<file path="src/rtl/popcount_pkg.sv">
// Shared types and width helpers for the popcount_window block.
package popcount_pkg;

   typedef enum logic [0:0] {
      StIdle,
      StAccum
   } win_state_e;

   function automatic int unsigned acc_width(input int unsigned downto,
                                             input int unsigned win_w);
      return downto + win_w;
   endfunction

endpackage

</file>
<file path="src/rtl/popcount_half.sv">
// Combinational population count of a W-bit slice, result in CW bits.
module popcount_half #(
   parameter int unsigned W  = 8,
   parameter int unsigned CW = 4
) (
   input  logic [W-1:0]  data_i,
   output logic [CW-1:0] count_o
);

   always_comb begin
      count_o = '0;
      for (int i = 0; i < W; i++) begin
         count_o = count_o + CW'(data_i[i]);
      end
   end

endmodule

</file>
<file path="src/rtl/popcount_window.sv">
// Two-stage popcount pipeline feeding a windowed accumulator (IDLE/ACCUM FSM).
// Optional running-peak output enabled by defining POPCOUNT_PEAK_EN.
module popcount_window
   import popcount_pkg::*;
#(
   parameter int unsigned FROM   = 16,
   parameter int unsigned DOWNTO = 5,
   parameter int unsigned WIN_W  = 8,
   localparam int unsigned ACC_W = acc_width(DOWNTO, WIN_W)
) (
   input  logic              clk,
   input  logic              reset_n,
   input  logic              in_valid,
   input  logic [FROM-1:0]   bin,
   input  logic [WIN_W-1:0]  win_len,
   output logic              cnt_valid,
   output logic [DOWNTO-1:0] cnt,
   output logic              sum_valid,
   output logic [ACC_W-1:0]  sum
`ifdef POPCOUNT_PEAK_EN
   ,
   output logic [DOWNTO-1:0] peak
`endif
);

   localparam int unsigned LoW = (FROM + 1) / 2;
   localparam int unsigned HiW = FROM / 2;

   if (FROM < 1 || FROM > 64) begin : g_bad_from
      $error("popcount_window: FROM must be in 1..64");
   end
   if ((64'd1 << DOWNTO) <= 64'(FROM)) begin : g_bad_downto
      $error("popcount_window: 2^DOWNTO must exceed FROM");
   end

   // Stage 1: split popcount
   logic [DOWNTO-1:0] lo_cnt, hi_cnt;

   popcount_half #(
      .W  (LoW),
      .CW (DOWNTO)
   ) u_lo (
      .data_i  (bin[LoW-1:0]),
      .count_o (lo_cnt)
   );

   if (HiW > 0) begin : g_hi
      popcount_half #(
         .W  (HiW),
         .CW (DOWNTO)
      ) u_hi (
         .data_i  (bin[FROM-1:LoW]),
         .count_o (hi_cnt)
      );
   end else begin : g_no_hi
      assign hi_cnt = '0;
   end

   logic [DOWNTO-1:0] lo_cnt_q, hi_cnt_q;
   logic              s1_valid_q;
   logic [DOWNTO-1:0] cnt_q, cnt_d;
   logic              cnt_valid_q;

   assign cnt_d = lo_cnt_q + hi_cnt_q;

   always_ff @(posedge clk or negedge reset_n) begin
      if (!reset_n) begin
         lo_cnt_q    <= '0;
         hi_cnt_q    <= '0;
         s1_valid_q  <= 1'b0;
         cnt_q       <= '0;
         cnt_valid_q <= 1'b0;
      end else begin
         lo_cnt_q    <= lo_cnt;
         hi_cnt_q    <= hi_cnt;
         s1_valid_q  <= in_valid;
         cnt_q       <= cnt_d;
         cnt_valid_q <= s1_valid_q;
      end
   end

   // Window accumulator
   win_state_e        state_q, state_d;
   logic [WIN_W-1:0]  len_q, len_d;
   logic [WIN_W-1:0]  n_q, n_d;
   logic [ACC_W-1:0]  acc_q, acc_d;
   logic [ACC_W-1:0]  sum_q, sum_d;
   logic              sum_valid_q, sum_valid_d;
   logic              close;
`ifdef POPCOUNT_PEAK_EN
   logic [DOWNTO-1:0] max_q, max_d;
   logic [DOWNTO-1:0] peak_q, peak_d;
`endif

   always_comb begin
      state_d     = state_q;
      len_d       = len_q;
      n_d         = n_q;
      acc_d       = acc_q;
      sum_d       = sum_q;
      sum_valid_d = 1'b0;
      close       = 1'b0;
`ifdef POPCOUNT_PEAK_EN
      max_d       = max_q;
      peak_d      = peak_q;
`endif
      unique case (state_q)
         StIdle: begin
            if (cnt_valid_q) begin
               // A zero length is treated as single-sample windows
               len_d = (win_len == '0) ? WIN_W'(1) : win_len;
               n_d   = WIN_W'(1);
               acc_d = ACC_W'(cnt_q);
`ifdef POPCOUNT_PEAK_EN
               max_d = cnt_q;
`endif
               if (len_d == WIN_W'(1)) begin
                  close = 1'b1;
               end else begin
                  state_d = StAccum;
               end
            end
         end
         StAccum: begin
            if (cnt_valid_q) begin
               acc_d = acc_q + ACC_W'(cnt_q);
               n_d   = n_q + WIN_W'(1);
`ifdef POPCOUNT_PEAK_EN
               if (cnt_q > max_q) max_d = cnt_q;
`endif
               if (n_d == len_q) begin
                  close   = 1'b1;
                  state_d = StIdle;
               end
            end
         end
      endcase
      if (close) begin
         sum_d       = acc_d;
         sum_valid_d = 1'b1;
`ifdef POPCOUNT_PEAK_EN
         peak_d      = max_d;
`endif
      end
   end

   always_ff @(posedge clk or negedge reset_n) begin
      if (!reset_n) begin
         state_q     <= StIdle;
         len_q       <= '0;
         n_q         <= '0;
         acc_q       <= '0;
         sum_q       <= '0;
         sum_valid_q <= 1'b0;
`ifdef POPCOUNT_PEAK_EN
         max_q       <= '0;
         peak_q      <= '0;
`endif
      end else begin
         state_q     <= state_d;
         len_q       <= len_d;
         n_q         <= n_d;
         acc_q       <= acc_d;
         sum_q       <= sum_d;
         sum_valid_q <= sum_valid_d;
`ifdef POPCOUNT_PEAK_EN
         max_q       <= max_d;
         peak_q      <= peak_d;
`endif
      end
   end

   assign cnt_valid = cnt_valid_q;
   assign cnt       = cnt_q;
   assign sum_valid = sum_valid_q;
   assign sum       = sum_q;
`ifdef POPCOUNT_PEAK_EN
   assign peak      = peak_q;
`endif

endmodule

</file>
<file path="config.mk">
export PLATFORM = sky130hd
export DESIGN_NAME = popcount_window
export DESIGN_NICKNAME = d
export VERILOG_FILES = /design/src/rtl/popcount_pkg.sv /design/src/rtl/popcount_half.sv /design/src/rtl/popcount_window.sv
export SDC_FILE = /design/constraint.sdc
export NUM_CORES = 1
export LEC_CHECK = 0
export ABC_AREA = 1
export BUFFER_PORTS_ARGS = -buffer_cell sky130_fd_sc_hd__buf_2
export CAP_MARGIN = 20
export CELL_PAD_IN_SITES_DETAIL_PLACEMENT = 1
export CELL_PAD_IN_SITES_GLOBAL_PLACEMENT = 2
export CORE_AREA = 2 2 103 105
export DETAILED_ROUTE_END_ITERATION = 8
export DIE_AREA = 0 0 105 107
export MAX_ROUTING_LAYER = met4
export PLACE_DENSITY_LB_ADDON = 0.08
export SYNTH_ARGS = -nofsm -noshare
export SYNTH_HDL_FRONTEND = slang
export SYNTH_SLANG_ARGS = --single-unit
</file>
<file path="constraint.sdc">
create_clock -name clk -period 2.2 [get_ports clk]
set_clock_uncertainty 0.1 [all_clocks]
set_input_delay 0.22 -clock clk [delete_from_list [all_inputs] [get_ports clk]]
set_output_delay 0.22 -clock clk [all_outputs]
set_load 0.01 [all_outputs]
</file>
==> flow_summary.yaml <==
timing:
  tightest_slew_ps: 463
  slew_violations: 0
  slew_headroom_pct: 68.9
  rsz0062_at_grt: "true"
  fmax_mhz: 432
  fin_hold_ws_ps: 30.6
  final_hold_viol_count: 0
  setup_ws_ps: -113
  final.min_clock_period_ps: 2310
  final-setup-viol-count: 4
  fin_crit_sh_pct: 105
layout:
  drive_above_1_share_pct: 22.9
  final_cell_mix: "101 x nand2_1, 59 x dfrtp_1, 57 x nand3_1, 55 x inv_1, 42 x buf_2"
  num-nets-final: 523
  n_fill_cell: 1254
  final_common_cell: "nand2_1"
  area_growth_pct: 25.0
  regArea_um2: 1480
  fin_area_um2: 4200
  diodes: 0
  multiInputGateArea_um2: 1690
power:
  ir_worst_vdd_uv: 314
  leakagePower_nw: 2.17
  power_density_nw_per_um2: 1120
synth:
  synth_edf_count: 0
  async_flop_share_pct: 100
  ys_ff_latch: 59
  ys_seq_area_share_pct: 44.0
  synth_top_family_by_area: "simple AND/OR/NAND/NOR gates"
  synth_mux_area_share_pct: 0
  synth_area_um2: 3360
  synth_xor_area_share_pct: 1.83
  synth_top_cell_by_area: "dfrtp_1"
  synth.area.top_cells: "dfrtp_1 44%, nand2_1 11%, nand3_1 8.7%"
  synth.top_cell.area_share_pct: 44.0
  synthSimpleGateAreaFrac_pct: 28.9
  ys.flop_type: "dfrtp_1"
  synthesis.instances: 403
  ys_warn_count: 0
  ys_types: 33
  synth-compound-area-share_pct: 4.85
  syn_nets: 456
  syn_avg_cell_area_um2: 8.33
  yosys.area_share.adder_pct: 11.9
placed_design:
  post-place-ws_ps: -477
  port_buffers: 46
  hpwl_um: 6740
  dpl_cell_area_um2: 3870
  place_congestion: 0.778
die:
  die_area_um2: 11200
  core-area_um2: 10100
  start_util_pct: 33.3
  num_rows: 37
  io_pins: 47
  dieHeight_um: 107
  dieWidth_um: 105
setup_path:
  end_kind: "flip-flop"
  arrival_ps: 2440
  cp.required_ps: 2320
  cp_max_fo: 2
  worstSetupStartpointType: "input pin"
  crit_type: "in -> reg"
clocking:
  clockRootBuffer: "clkbuf_8"
  clock_path_buffers: 2
  h-tree-depth: 3
  clk_latency_ps: 340
  cts.sinks: 59
  clkSlewWorstSetupHoldPaths_ps: 70
  cts_made_buffers: 9
  tritoncts: "done"
grt:
  grt_pass1_vias: 3161
  grt_start_max_net_pins: 60
  grt_usage_pct: 17.8
  gr-total-overflow: 0
  antenna_found_initial: 0
  grt_pass1_wl_um: 15100
routing:
  drt_iter0_drc: 57
  drc_errors: 0
  via_count: 2864
  dr.pass1.iters: 4
  drt_wl_total_um: 8830
  routed_via_density: 4.69
  routedWlPerCell_um: 14.4
  ant_nets: 0
min_path:
  hold_class: "in -> reg"
job:
  drv_cap: 0
outcome:
  violations: "negative setup slack"
  outcome: "finished, violations left"
-- registers in the layout, indices dropped and copies added, names as in the netlist --
register,count
lo_cnt_q,4
sum,13
sum_valid,1
cnt_valid,1
n_q,8
acc_q,13
hi_cnt_q,4
len_q,8
state_q,1
s1_valid_q,1
cnt,5
-- routing by layer --
metal,track usage [%],up-vias,wire (µm)
met3,3.04,16,254
met1,19.5,1384,3870
met2,32.1,44,4520
met4,7.14,0,182
li1,-,1420,-
met5,-,-,0
-- power breakdown --
group / internal (mW) / switching, mW / leakage, nW
clock network: 0.548 / 0.445 / 0.0991
logic: 0.835 / 1.15 / 1.32
registers: 1.45 / 0.288 / 0.745
total: 2.83 / 1.88 / 2.17
-- layout make-up --
class | instances | share of cell area [%]
clock buffer | 11 | 3.37
clock inverter | 5 | 1.25
inverter | 61 | 5.49
multi-input combinational | 274 | 40.4
sequential | 59 | 35.2
tap | 136 | 4.06
timing repair buffer | 65 | 10.3
-- cells in the mapped netlist, types with 3 or more instances --
cell type / count
nand2_1: 102
dfrtp_1: 59
buf_2: 3
fa_1: 10
o21ai_0: 15
nand2_2: 4
a21oi_1: 8
nand4_1: 4
clkbuf_1: 3
xnor2_1: 5
nor2_1: 22
nand3_2: 5
ha_1: 16
o22ai_1: 4
nand3_1: 58
nor3_1: 5
inv_1: 58
nand3b_1: 3
-- kinds of logic (layout without fill, tap and decap cells) --
logic type,after synthesis,in the layout
adders and majority gates,26,26
xor gates and xnor gates,7,7
and+or+nand+nor,211,211
buffers and inverters,70,142
DFF,59,59
AOI/OAI and AO/OA,30,30
-- repair_timing --
action,in CTS,in global routing
resized for setup,4,13
setup buffers,0,1
hold buffers,2,0
endpoints found under the setup margin,4,17
pin swaps,0,1
endpoints found under the hold margin,60,0
-- through the flow --
| stage | utilization [%] | instances | power (mW) | setup TNS (ps) |
|---|---|---|---|---|
| 2_1_floorplan | - | 403 | 2.98 | -1060 |
| 4_1_cts | 40.8 | 610 | 4.69 | -344 |
| 5_1_grt | 41.6 | 611 | 5.17 | -564 |
| 3_5_place_dp | 38.4 | 592 | 3.66 | -2280 |
| 3_3_place_gp | 38.4 | 592 | 3.59 | -1980 |
| 6_report | 41.6 | 611 | 4.71 | -333 |
-- final timing paths --
path / start / end / slack, ps / cells past startpoint
min reg2reg: s1_valid_q$_DFF_PN0_ / cnt_valid$_DFF_PN0_ / 260 / 0
max: bin[9] / hi_cnt_q[1]$_DFF_PN0_ / -110 / 8
min: win_len[5] / len_q[5]$_DFFE_PN0P_ / 30 / 3
max in group asynchronous: reset_n / cnt_valid$_DFF_PN0_ / 1410 / 3
min in group asynchronous: reset_n / n_q[2]$_DFFE_PN0P_ / 320 / 3
max reg2reg: n_q[0]$_DFFE_PN0P_ / sum[11]$_DFFE_PN0P_ / 120 / 10
-- worst max-delay path: stages --
cell and delay, ps:
buf_6 90, ha_4 250, inv_2 30, fa_1 490, fa_1 430, fa_2 360, fa_2 540, inv_2 30
No activity file was read; power rests on OpenSTA's default activity.
